[src/rtl/chroma_key_mixer.sv]
// chroma_key_mixer: streaming chroma-key compositor.
// Foreground pixels close enough to the key colour are replaced by the
// co-located background pixel. Key, tolerance and enable are set over a
// small Avalon-MM slave, which also reports the keyed-pixel count of the
// last completed frame.
//
// Handshake semantics (all Avalon-ST ports): a beat transfers on a rising
// clock edge where valid && ready are both high. A source must hold its
// data and flags stable while valid=1 and ready=0. The fg/bg ready outputs
// may depend combinationally on the head valid/sop flags.
module chroma_key_mixer #(
    parameter logic [23:0] KEY_DEFAULT = 24'h00FF00,
    parameter logic [9:0]  TOL_DEFAULT = 10'd96,
    parameter int          CNT_W       = 20
) (
    input  logic        clk,
    input  logic        reset,
    input  logic [23:0] fg_data,
    input  logic        fg_sop,
    input  logic        fg_eop,
    input  logic        fg_valid,
    output logic        fg_ready,
    input  logic [23:0] bg_data,
    input  logic        bg_sop,
    input  logic        bg_eop,
    input  logic        bg_valid,
    output logic        bg_ready,
    output logic [23:0] out_data,
    output logic        out_sop,
    output logic        out_eop,
    output logic        out_valid,
    input  logic        out_ready,
    input  logic [1:0]  csr_address,
    input  logic        csr_write,
    input  logic        csr_read,
    input  logic [31:0] csr_writedata,
    output logic [31:0] csr_readdata,
    output logic        dbg_state
);

    typedef enum logic {ST_SEEK = 1'b0, ST_RUN = 1'b1} state_e;

    state_e state_q, state_d;
    logic   advance, consume, fg_rdy, bg_rdy;

    // CSR state
    logic             en_q;
    logic [23:0]      key_q;
    logic [9:0]       tol_q;
    logic [CNT_W-1:0] count_q, cnt_q;

    // Pipeline stage registers
    logic        s1_valid_q, s1_sop_q, s1_eop_q, s1_en_q;
    logic [23:0] s1_fg_q, s1_bg_q;
    logic [9:0]  s1_tol_q;
    logic [7:0]  s1_dr_q, s1_dg_q, s1_db_q;
    logic        s2_valid_q, s2_sop_q, s2_eop_q, s2_keyed_q;
    logic [23:0] s2_fg_q, s2_bg_q;
    logic        s3_valid_q, s3_sop_q, s3_eop_q, s3_keyed_q;
    logic [23:0] s3_data_q;

    logic [9:0]  s1_sum;
    logic        out_hs;
    logic        unused_wdata;

    assign unused_wdata = ^csr_writedata[31:24];

    function automatic logic [7:0] abs_diff(input logic [7:0] a, input logic [7:0] b);
        return (a >= b) ? (a - b) : (b - a);
    endfunction

    // Whole pipe moves together; it only holds when the output is stalled.
    assign advance = !s3_valid_q || out_ready;
    assign out_hs  = s3_valid_q && out_ready;

    // FSM state register
    always_ff @(posedge clk or posedge reset) begin
        if (reset) state_q <= ST_SEEK;
        else       state_q <= state_d;
    end

    // FSM next state and stream readies: SEEK drops non-sop heads, RUN pairs beats
    always_comb begin
        state_d = state_q;
        fg_rdy  = 1'b0;
        bg_rdy  = 1'b0;
        consume = 1'b0;
        case (state_q)
            ST_SEEK: begin
                fg_rdy = fg_valid && !fg_sop;
                bg_rdy = bg_valid && !bg_sop;
                if (fg_valid && fg_sop && bg_valid && bg_sop) state_d = ST_RUN;
            end
            ST_RUN: begin
                if (fg_valid && bg_valid) begin
                    if (fg_sop != bg_sop) begin
                        state_d = ST_SEEK;
                    end else if (advance) begin
                        consume = 1'b1;
                        fg_rdy  = 1'b1;
                        bg_rdy  = 1'b1;
                    end
                end
            end
            default: state_d = ST_SEEK;
        endcase
    end

    assign fg_ready  = fg_rdy && !reset;
    assign bg_ready  = bg_rdy && !reset;
    assign dbg_state = (state_q == ST_RUN);

    assign s1_sum = {2'b00, s1_dr_q} + {2'b00, s1_dg_q} + {2'b00, s1_db_q};

    // Three-stage datapath: distance per channel, threshold, select
    always_ff @(posedge clk or posedge reset) begin
        if (reset) begin
            s1_valid_q <= 1'b0; s1_sop_q <= 1'b0; s1_eop_q <= 1'b0; s1_en_q <= 1'b0;
            s1_fg_q    <= '0;   s1_bg_q  <= '0;   s1_tol_q <= '0;
            s1_dr_q    <= '0;   s1_dg_q  <= '0;   s1_db_q  <= '0;
            s2_valid_q <= 1'b0; s2_sop_q <= 1'b0; s2_eop_q <= 1'b0; s2_keyed_q <= 1'b0;
            s2_fg_q    <= '0;   s2_bg_q  <= '0;
            s3_valid_q <= 1'b0; s3_sop_q <= 1'b0; s3_eop_q <= 1'b0; s3_keyed_q <= 1'b0;
            s3_data_q  <= '0;
        end else if (advance) begin
            s1_valid_q <= consume;
            s1_sop_q   <= fg_sop;
            s1_eop_q   <= fg_eop;
            s1_fg_q    <= fg_data;
            s1_bg_q    <= bg_data;
            s1_en_q    <= en_q;
            s1_tol_q   <= tol_q;
            s1_dr_q    <= abs_diff(fg_data[23:16], key_q[23:16]);
            s1_dg_q    <= abs_diff(fg_data[15:8],  key_q[15:8]);
            s1_db_q    <= abs_diff(fg_data[7:0],   key_q[7:0]);

            s2_valid_q <= s1_valid_q;
            s2_sop_q   <= s1_sop_q;
            s2_eop_q   <= s1_eop_q;
            s2_fg_q    <= s1_fg_q;
            s2_bg_q    <= s1_bg_q;
            s2_keyed_q <= s1_en_q && (s1_sum < s1_tol_q);

            s3_valid_q <= s2_valid_q;
            s3_sop_q   <= s2_sop_q;
            s3_eop_q   <= s2_eop_q;
            s3_keyed_q <= s2_keyed_q;
            s3_data_q  <= s2_keyed_q ? s2_bg_q : s2_fg_q;
        end
    end

    assign out_valid = s3_valid_q;
    assign out_data  = s3_data_q;
    assign out_sop   = s3_sop_q;
    assign out_eop   = s3_eop_q;

    // Keyed-pixel counter; the running count is published to COUNT at end of frame
    always_ff @(posedge clk or posedge reset) begin
        if (reset) begin
            cnt_q   <= '0;
            count_q <= '0;
        end else if (out_hs) begin
            if (s3_eop_q) begin
                count_q <= cnt_q + {{(CNT_W-1){1'b0}}, s3_keyed_q};
                cnt_q   <= '0;
            end else begin
                cnt_q   <= cnt_q + {{(CNT_W-1){1'b0}}, s3_keyed_q};
            end
        end
    end

    // CSR writes; COUNT is read-only
    always_ff @(posedge clk or posedge reset) begin
        if (reset) begin
            en_q  <= 1'b1;
            key_q <= KEY_DEFAULT;
            tol_q <= TOL_DEFAULT;
        end else if (csr_write) begin
            case (csr_address)
                2'd0:    en_q  <= csr_writedata[0];
                2'd1:    key_q <= csr_writedata[23:0];
                2'd2:    tol_q <= csr_writedata[9:0];
                default: ;
            endcase
        end
    end

    // Registered CSR read; samples pre-edge values so same-cycle updates read old
    always_ff @(posedge clk or posedge reset) begin
        if (reset) begin
            csr_readdata <= '0;
        end else if (csr_read) begin
            case (csr_address)
                2'd0:    csr_readdata <= {31'b0, en_q};
                2'd1:    csr_readdata <= {8'b0, key_q};
                2'd2:    csr_readdata <= {22'b0, tol_q};
                default: csr_readdata <= {{(32-CNT_W){1'b0}}, count_q};
            endcase
        end
    end

endmodule

[config.mk]
export PLATFORM = sky130hd
export DESIGN_NAME = chroma_key_mixer
export DESIGN_NICKNAME = d
export VERILOG_FILES = /design/src/rtl/chroma_key_mixer.sv
export SDC_FILE = /design/constraint.sdc
export NUM_CORES = 1
export LEC_CHECK = 0
export BUFFER_PORTS_ARGS = -buffer_cell sky130_fd_sc_hd__buf_4
export CORE_AREA = 2 2 138 174
export DETAILED_ROUTE_END_ITERATION = 6
export DIE_AREA = 0 0 140 176
export PLACE_DENSITY = 0.91
export SLEW_MARGIN = 30
export SYNTH_ARGS = -nofsm -noshare
export SYNTH_HDL_FRONTEND = slang
export SYNTH_SLANG_ARGS = --single-unit
[constraint.sdc]
create_clock -name clk -period 9.1 [get_ports clk]
set_input_delay 0.455 -clock clk [delete_from_list [all_inputs] [get_ports clk]]
set_output_delay 0.455 -clock clk [all_outputs]
set_load 0.05 [all_outputs]
; Yosys cells after proc, flatten, opt, wreduce, memory -nomap -nowiden
; Cells that the tools add are included.
[classes]
add_sub_neg = 9
order_cmp = 4
eq_ne = 3
n_mux = 17
n_bitwise = 1
n_reduce_logical = 20
[op_table]
columns = op, n
row1 = case mux 24 bit (3 select lines), 1
row2 = subtractor 8 bit, 6
row3 = >= comparator 8 bit, 3
row4 = two-way mux 24 bit, 1
row5 = two-way mux 8 bit, 3
row6 = adder 20 x 1 -> 20 bit, 1
row7 = two-way mux 20 bit, 1
row8 = adder 9 x 8 -> 10 bit, 1
row9 = logical AND 1 bit, 10
row10 = < comparator 10 bit, 1
row11 = adder 8 x 8 -> 9 bit, 1
row12 = two-way mux 1 bit, 8
row13 = AND reduction 2 bit, 4
row14 = case mux 1 bit (2 select lines), 3
row15 = logical NOT 1 bit, 4
row16 = "== test 2 x 1 -> 1 bit, second input constant", 1
row17 = "== test 2 bit, second input constant", 1
row18 = logical NOT 2 bit, 1
row19 = logical OR 1 bit, 1
row20 = != test 1 bit, 1
row21 = NOT 1 bit, 1
[word_totals]
regBits = 274
output_inout_bits = 62

; Longest topological paths before layout
; Gate-level depths: netlist of the first run.
[depth]
depth_word = 7
depth_mapped = 16
mapped_depth_nobuf = 16

; Worst setup path before layout of the first run
; OpenSTA, ideal clock, no wires.
[synth_path]
kind = flip-flop to flip-flop
startpoint = register s1_dg_q[1]
endpoint = register s2_keyed_q
setup_ns = 0.094
t_arrival_ns = 3.069
path_slack_ns = 5.937
stages_incl_launch_ff = 17
period_less_slack_ns = 3.163
path_cell_list = dfrtp_1 inv_1 fa_1 inv_1 ha_1 inv_1 fa_1 nor2b_1 o21ai_0 a21boi_0 o21a_1 o21ai_0 a21oi_1 ha_1 a2111oi_0 a21oi_1 a211oi_1
[synth_via]
elab_chain_len = 4
[synth_lines]
columns = item, line
row1 = start: declaration, 56  ; logic [7:0] s1_dr_q, s1_dg_q, s1_db_q;
row2 = start signal: assignment, 134  ; s1_dg_q <= abs_diff(fg_data[15:8], key_q[15:8]);
row3 = adder 8 x 8 -> 9 bit, 113  ; assign s1_sum = {2'b00, s1_dr_q} + {2'b00, s1_dg_q} + {2'b00, s1_db_q};
row4 = adder 9 x 8 -> 10 bit, 113
row5 = < comparator 10 bit, 142  ; s2_keyed_q <= s1_en_q && (s1_sum < s1_tol_q);
row6 = logical AND 1 bit, 142
row7 = end signal: assignment, 142
row8 = end: declaration, 57  ; logic s2_valid_q, s2_sop_q, s2_eop_q, s2_keyed_q;
; No other way between the ends.
; A chain may end at the register's enable or synchronous reset.

; Final worst setup path of the first run
[layout_path]
startpoint = register s1_db_q[1]
endpoint = register s2_keyed_q
[layout_via]
elab_chain_len = 3
[layout_lines]
columns = item, line
row1 = start: declaration, 56
row2 = start signal: assignment, 135  ; s1_db_q <= abs_diff(fg_data[7:0], key_q[7:0]);
row3 = adder 9 x 8 -> 10 bit, 113
row4 = < comparator 10 bit, 142
row5 = logical AND 1 bit, 142
; No other way between the ends.

==> impl_summary.md, run 1 <==
Clocking
Buffers inserted to repair hold after CTS numbered 0. Clock-pin slew was measured on the worst setup and hold paths at 0.06 ns. TritonCTS built the clock tree.

The number of CTS-inserted buffers is 27. In this run the deepest clock path goes through 3 buffers. The later pin in the worst-skew pair is clocked with a latency of 0.54 ns. The post-CTS resize count is 0. CTS saw 266 sinks. The CTS root buffer is sky130_fd_sc_hd__clkbuf_16. The number of setup buffers added after CTS is 0. The number of H-tree levels is 1.

Worst setup path
The cell that appears most often on the critical path is sky130_fd_sc_hd__inv_1. The setup slack on the worst flop-to-flop path is 5.60 ns. The worst setup path is launched from a flop. The critical path capture point type is a flop. The largest single stage delay on the critical path is 0.42 ns.

The required time of the worst setup path is 9.54 ns. Along the worst path, the maximum fanout reaches 2. The count of cells along the worst register-to-register path is 16. The signal arrival time at the worst endpoint is 3.94 ns.

Traced cell by cell, the critical path runs through inv_1 -> fa_1 -> inv_1 -> ha_1 -> inv_1 -> fa_1 -> nor2b_1 -> o21ai_0 -> a21boi_0 -> o21a_1 -> o21ai_0 -> a21oi_1 -> ha_1 -> a2111oi_0 -> a21oi_1 -> a211oi_1. The endpoint of the worst-slack reg-to-reg timing path is s2_keyed_q$_DFFE_PP0N_. By startpoint and endpoint, the worst setup path is classified as reg2reg.

For this design, the slowest cell found on the critical path is sky130_fd_sc_hd__fa_1. The reg-to-reg critical path startpoint is s1_db_q[1]$_DFFE_PP0N_.

Cells and area
The finished layout holds 1,815 standard cells, fillers aside. The total inserted antenna cells is 0. After filler insertion, the fill cell instance count of the layout stands at 1,734. Leaving out fill and tap cells, the most frequent cell in the layout is sky130_fd_sc_hd__nand2_1. In the final layout, flip-flops and latches occupy 6670 um^2. The net count of the finished layout is 1,678.

The multi-input logic area is 6100 um^2. Leaving out fill and tap cells, the most frequent cells in the layout are sky130_fd_sc_hd__nand2_1, sky130_fd_sc_hd__dfrtp_1, sky130_fd_sc_hd__buf_4. The area growth from synthesis to layout is 15.3%. Of the cells placed in the final design, the portion with a size suffix greater than 1 is 17.0%. The finished cells cover 15,500 um^2.

Floorplanning
After floorplanning, the core was divided into 62 placement rows. The effective utilization at floorplan is 58.6%. The overall die width is 140 um. The die boundary height is 176 um. The floorplan step defined a die boundary enclosing 24,600 um^2. 155 I/O pins were placed. The total core area is 22,900 um^2.

GRT
The global-route usage over all layers is 25.1%. The number of antenna violations at the first check in global routing came to 0. The number of global-route vias before repair is 10.3k. The global-route congestion overflow total is 0. Entering global routing, the biggest net connects 119 pins. The first-pass GRT wire length is 50,400 um.

Drt
In this run, the number of DRC markers left after iteration 0 of detailed routing was 732. After detailed routing, the number of remaining DRC violations is 10. For this block, the routed nets add up to 30,600 um of wire. In this run the remaining antenna-violating nets after routing total 0. The detailed-route wire length per cell is 16.9 um. The total vias in the final route is 10.2k. The average vias per placed instance is 5.62. The number of iterations in the first detailed-routing pass is 7.

STA
Timing would allow up to 0.286 GHz. Setup repair after global routing left no endpoint under its margin. The share of the clock period used by the worst path after layout is 38.5%. The slew of the pin with the lowest slew margin is 0.867 ns. The largest clock skew in the final design is 0.0147 ns. The clock period minus worst slack is 3.50 ns. Setup violations remaining at the end of the flow were counted as 0.

The setup TNS after final layout is 0 ns. Across all hold checks on the routed design, the worst slack comes to 0.0807 ns. Measured against its own limit, the worst slew margin works out to 42.0%. The max-slew violation total from the final report is 0. The number of hold violations in the final report is 0.

Power
The design internal power is 2.75 mW. The clock network accounts for 25.8% of the total power. The combinational share of power is 39.1%. Of the total power, the share spent switching nets is 36.6%. After layout, the design draws a total of 4.34 mW. Dividing total power by cell area gives a power density of 281 nW/um^2. Per report_power, the sequential group accounts for 35.1% of the total. The peak supply drop is 0.180 mV. The leakage power figure is 7.58 nW. The net switching power is 1.59 mW.

Synthesis
Synthesis handed over a netlist of 1,409 instances. During synthesis, Yosys emitted a total of 0 warnings. For this run, the register share of the synthesized area comes to 49.7%. Of all flip-flops after synthesis, the portion carrying an async set or reset was 100%. The distinct cell type count after synthesis is 50.

The synthesis-stage register bit count is 266. The synthesized netlist occupies a cell area of 13,400 um^2. The number of enable-type register cells in the synthesized netlist is 0. Each instance of the synthesized netlist takes up on average 9.52 um^2. The most used flip-flop cell after synthesis is sky130_fd_sc_hd__dfrtp_1.

Placement
The detailed-placement wirelength estimate is 21,500 um. At the end of routability-driven placement, the weighted congestion stood at 0.934. The post-detailed-placement cell area is 14,600 um^2. Including well taps, the total number of placed cells is 1,766. The number of port buffers is 137.

Status
The run finished, with violations left. The checks that failed: design-rule violations.

Run
Across the run, the number of max-cap violations was 0.

Hold path
In this run the worst hold path is classified as in2async.
[cells by family after synthesis]
kind of cell / Yosys count / synth area share (%)
XOR/XNOR: 42 / 2.74
multiplexers: 103 / 8.22
AO/OA/AOI/OAI: 260 / 11.4
adder cells (fa/ha/maj): 78 / 8.11
other: 1 / 0.0280
buffers and inverters: 173 / 5.16
AND/OR/NAND/NOR: 486 / 14.7
flip-flops: 266 / 49.7
[how the worst max path moves through the flow]
stage / startpoint / endpoint / slack [ns] / depth (start not counted)
floorplan: reset / cnt_q[0]$_DFFE_PP0P_ / 1.34 / 1
global placement: s1_dg_q[1]$_DFFE_PP0N_ / s2_keyed_q$_DFFE_PP0N_ / 5.68 / 16
detailed placement: s1_db_q[1]$_DFFE_PP0N_ / s2_keyed_q$_DFFE_PP0N_ / 5.63 / 16
CTS: s1_db_q[1]$_DFFE_PP0N_ / s2_keyed_q$_DFFE_PP0N_ / 5.62 / 16
global route: s1_dg_q[1]$_DFFE_PP0N_ / s2_keyed_q$_DFFE_PP0N_ / 5.34 / 16
finish: s1_db_q[1]$_DFFE_PP0N_ / s2_keyed_q$_DFFE_PP0N_ / 5.60 / 16
[flip-flops by register name, summed over array words and instances, names as in the netlist, 8 cells and up]
signal,count
cnt_q,20
count_q,20
csr_readdata,24
key_q,24
out_data,24
s1_bg_q,24
s1_db_q,8
s1_dg_q,8
s1_dr_q,8
s1_fg_q,24
s1_tol_q,10
s2_bg_q,24
s2_fg_q,24
tol_q,10
[critical path, delay by kind of cell, from the launching register on]
kind                       cells  cell delay [ns]
and+or+nand+nor                1             0.12
AOI/OAI and AO/OA              8             1.46
adders and majority gates      4             1.23
DFF                            1             0.37
buffers and inverters          3             0.23
[stage by stage]
step / util [%] / setup slack (ns)
5_1_grt: 67.6 / 5.34
6_report: 67.6 / 5.60
3_3_place_gp: 63.6 / 5.68
3_5_place_dp: 63.6 / 5.63
4_1_cts: 67.5 / 5.62
2_1_floorplan: - / 1.34
[power groups by stage]
stage | registers, mW | logic, mW | clock network [mW]
after floorplan | 1.67 | 1.10 | 0
after global placement | 1.53 | 1.58 | 0
after detailed placement | 1.54 | 1.68 | 0
after CTS | 1.52 | 1.69 | 1.14
after global routing | 1.54 | 1.89 | 1.18
final | 1.52 | 1.70 | 1.12
[layout make-up]
type	instances	area share, %
timing repair buffer	145	7.11
tap	288	2.33
inverter	90	2.23
clock buffer	39	4.92
sequential	266	43.1
multi-input combinational	977	39.4
clock inverter	10	0.858
[routing by layer]
metal | share of wire, % | vias to the layer above | global-route usage [%]
met1 | 41 | 4954 | 31.6
met2 | 51 | 340 | 45.0
met5 | 0 | - | 0
li1 | - | 4836 | -
met4 | 2.7 | 0 | 8.59
met3 | 5.3 | 64 | 3.31
[synthesized netlist by cell type, drive strengths merged (2+ instances only)]
library cell	instances	area share, %
fa	15	2.2
xor2	12	0.78
and3	6	0.28
o211ai	2	0.11
nor2	57	1.6
xnor2	30	2.0
mux2i	55	4.1
ha	63	5.9
and4	3	0.21
nand3	13	0.48
nand2b	4	0.19
o31ai	4	0.22
a21boi	2	0.11
nor3	5	0.19
nand2	374	10
a31oi	15	0.70
a21o	21	1.2
nand3b	7	0.39
buf	19	0.85
dfstp	11	2.2
a211oi	8	0.54
clkbuf	64	1.8
a311oi	3	0.33
a21oi	57	2.1
o22ai	10	0.47
a22oi	9	0.50
dfrtp	255	48
inv	90	2.5
o21ai	125	4.7
nand4	9	0.47
mux2	47	3.9
nor2b	4	0.19
Note: power is estimated with default switching activity, not from simulation.
==> inputs of run 2 (changes only) <==
Clock period 9.1 ns to 3.31 ns, I/O delays scaled along.
==> run 2 against run 1 <==
Final cell count is 4.3% higher; critical path type unchanged; maximum frequency is 2.1% higher; sequential share of layout area is 2.4 points lower; critical path depth is 1 higher; the run ends with design-rule violations, negative setup slack left; first-iteration DRC count is 18% higher; largest cell class unchanged; critical endpoint unchanged; core utilization is 3.9 points higher.
==> impl_summary.md, run 2 (synthesized netlist as in run 1, its figures left out) <==
STA
The largest clock skew in the final design is 0.00943 ns (was 0.0147 ns). The clock period minus worst slack is 3.43 ns (was 3.50 ns). The final worst setup slack is -0.118 ns (was 5.60 ns). The number of failing setup endpoints in the final timing report was 1 (was 0). The number of hold violations in the final report is 0 (unchanged). The maximum clock frequency was 0.292 GHz (was 0.286 GHz). The worst max-slew margin expressed relative to the limit is 39.6% (was 42.0%). The max-slew violation total from the final report came to 0 (unchanged).

The slew of the pin with the lowest slew margin is 0.903 ns (was 0.867 ns). Unrepaired setup endpoints after global routing: true (was false). The share of the clock period used by the worst path after layout is 104% (was 38.5%).

Worst setup path
Chain of cells forming the critical path: inv_2 -> fa_1 -> inv_1 -> ha_2 -> inv_2 -> fa_2 -> nor2b_4 -> o21ai_2 -> a21boi_2 -> o21a_1 -> buf_4 -> nor2_2 -> xnor2_1 -> ha_1 -> nand2_1 -> nor3_1 -> a211oi_2 (was inv_1 -> fa_1 -> inv_1 -> ha_1 -> inv_1 -> fa_1 -> nor2b_1 -> o21ai_0 -> a21boi_0 -> o21a_1 -> o21ai_0 -> a21oi_1 -> ha_1 -> a2111oi_0 -> a21oi_1 -> a211oi_1). The path type of the worst setup path is reg2reg (unchanged). The critical path capture point type is a flop (unchanged).

The most common cell type on the critical path is sky130_fd_sc_hd__inv_2 (was sky130_fd_sc_hd__inv_1). The count of cells along the worst register-to-register path is 17 (was 16). The maximum fanout encountered on the critical timing path came to 2 (unchanged). The stage delay of the slowest cell on the critical path is 0.47 ns (was 0.42 ns). The required time of the worst setup path is 3.72 ns (was 9.54 ns). The signal arrival time at the worst endpoint is 3.83 ns (was 3.94 ns).

The slowest cell on the critical path is sky130_fd_sc_hd__fa_1 (unchanged). The nature of the critical path startpoint is a flop (unchanged).

Cells and area
The commonest non-fill, non-tap cell in the layout is sky130_fd_sc_hd__nand2_1 (unchanged). The fraction of final layout cells sized beyond drive strength 1 is 17.7% (was 17.0%). Commonest cells after routing, fill and taps aside: sky130_fd_sc_hd__nand2_1, sky130_fd_sc_hd__dfrtp_1, sky130_fd_sc_hd__buf_4 (unchanged). The total inserted antenna cells is 0 (unchanged). The core utilization of the finished layout is 71.5% (was 67.6%). The net total in the final layout is 1,756 (was 1,678). The synthesis-to-layout area growth is 22.0% (was 15.3%).

Clocking
The clock latency on the worst-skew pair is 0.53 ns (was 0.54 ns). The clock-pin slew on the worst setup and hold paths is 0.06 ns (about the same). The maximum buffer depth of the clock tree is 3 (unchanged).

The number of CTS-inserted buffers is 27 (unchanged). The total clock sinks came to 266 (unchanged). The number of H-tree levels is 1 (unchanged). The CTS tree is done (unchanged). The CTS root buffer is sky130_fd_sc_hd__clkbuf_16 (unchanged).

Drt
The violation count after the first detailed-route iteration was 863 (was 732). The number of nets still failing antenna checks after routing is 0 (unchanged). The number of iterations in the first detailed-routing pass came to 7 (unchanged).

The final wirelength is 33,100 um (was 30,600 um). The total DRC errors in the routed layout was 14 (was 10). The average vias per placed instance is 5.66 (was 5.62).

The total vias in the final route is 10.7k (was 10.2k). The detailed-route wire length per cell came to 17.5 um (was 16.9 um).

Placement
The post-placement worst setup slack came to -0.183 ns (was 5.63 ns). The number of port buffers is 137 (unchanged). The placer's final routability congestion estimate is 0.916 (was 0.934). The detailed-placement wirelength estimate is 21,300 um (was 21,500 um).

Floorplanning
The die boundary height is 176 um (unchanged). The total core area is 22,900 um^2 (unchanged). The overall die width came to 140 um (unchanged).

The effective utilization at floorplan was 58.6% (unchanged). The full die area came to 24,600 um^2 (unchanged). The boundary pin count is 155 (unchanged). The count of standard-cell rows is 62 (unchanged).

GRT
The global-route usage over all layers is 26.5% (was 25.1%). The global-route congestion overflow total came to 0 (unchanged). The first-pass GRT wire length is 53,300 um (was 50,400 um). The number of antenna violations at the first check in global routing came to 0 (unchanged). The number of global-route vias before repair is 10.9k (was 10.3k). The largest net degree at the start of global routing is 171 (was 119).

Run
The max capacitance violation total is 0 (unchanged).

Hold path
The path class of the lowest-slack min-delay path is in2reg (was in2async). Along the worst hold path, the cell count comes to 3.

Power
The total power is 13.1 mW (was 4.34 mW). The ratio of total power to cell area is 799 nW/um^2 (was 281 nW/um^2). The peak supply drop is 0.678 mV (was 0.180 mV). The leakage power figure is 7.95 nW (was 7.58 nW).

Status
Result of the run: finished, violations left (unchanged). Violations in the final reports: design-rule violations, negative setup slack (was design-rule violations).
[run 2: changes by cell type in the layout (fill, tap and decap cells not counted), sizes merged]
cell / delta
buf: +6
inv: -2
clkbuf: -3
clkinvlp: +2
bufinv: +1
dlygate4sd3: +72
clkinv: +2
[run 2: repair_timing]
| action | 4_1_cts | 5_1_grt |
|---|---|---|
| setup buffers | 3 | 1 |
| pin swaps | 7 | 14 |
| hold buffers | 72 | 0 |
| endpoints found under the setup margin | 1 | 1 |
| resized for setup | 6 | 16 |
| hold endpoints to repair | 176 | 0 |
[run 2: final timing paths]
kind	startpoint	end	slack, ns
hold reg to reg	s2_fg_q[5]$_DFFE_PP0N_	s2_fg_q[5]$_DFFE_PP0N_	0.47
min in group asynchronous	reset	s1_fg_q[18]$_DFFE_PP0N_	0.36
setup reg to reg	s1_dg_q[1]$_DFFE_PP0N_	s2_keyed_q$_DFFE_PP0N_	-0.12
max in group asynchronous	reset	csr_readdata[6]$_DFFE_PP0P_	2.11
setup / recovery	s1_dg_q[1]$_DFFE_PP0N_	s2_keyed_q$_DFFE_PP0N_	-0.12
hold / removal	fg_data[10]	s1_fg_q[10]$_DFFE_PP0N_	0.02
[run 2: final cells by class]
cell class / instances / area, um^2
inverters: 90 / 342
clock inverters: 13 / 168
fillers: 1602 / 6520
clock buffers: 36 / 749
multi-input cells: 977 / 6150
repair buffers: 223 / 1920
flip-flops and latches: 266 / 6670
well taps: 288 / 360
[run 2: critical path: cells and delay by family (launching register included)]
family                   cells  cell delay [ns]
XOR/XNOR                     1             0.14
AND/OR/NAND/NOR              4             0.55
adder cells (fa/ha/maj)      4             1.39
AO/OA/AOI/OAI                4             0.55
flip-flops                   1             0.34
buffers and inverters        4             0.31
[run 2: per-layer routing]
metal	track usage (%)	vias up	share of wire, %
li1	-	4980	-
met4	11.0	0	4.1
met3	3.15	115	5.2
met5	0	-	0
met1	33.1	5220	40
met2	47.1	397	51
[run 2: metrics by stage]
stage	area, um^2	hold slack [ns]	std cells	setup TNS [ns]
after floorplan	13400	0.278	1416	-91.29
after global placement	14600	0.367	1768	-0.00375
after detailed placement	14600	0.369	1768	-0.183
after CTS	16300	0.00247	1892	-0.0149
after global routing	16400	0.0554	1893	-0.191
final	16400	0.0221	1893	-0.118
[run 2: power by group]
group	internal [mW]	switching [mW]
combinational	2.35	3.37
sequential	3.79	0.395
clock	1.90	1.28
total	8.04	5.04
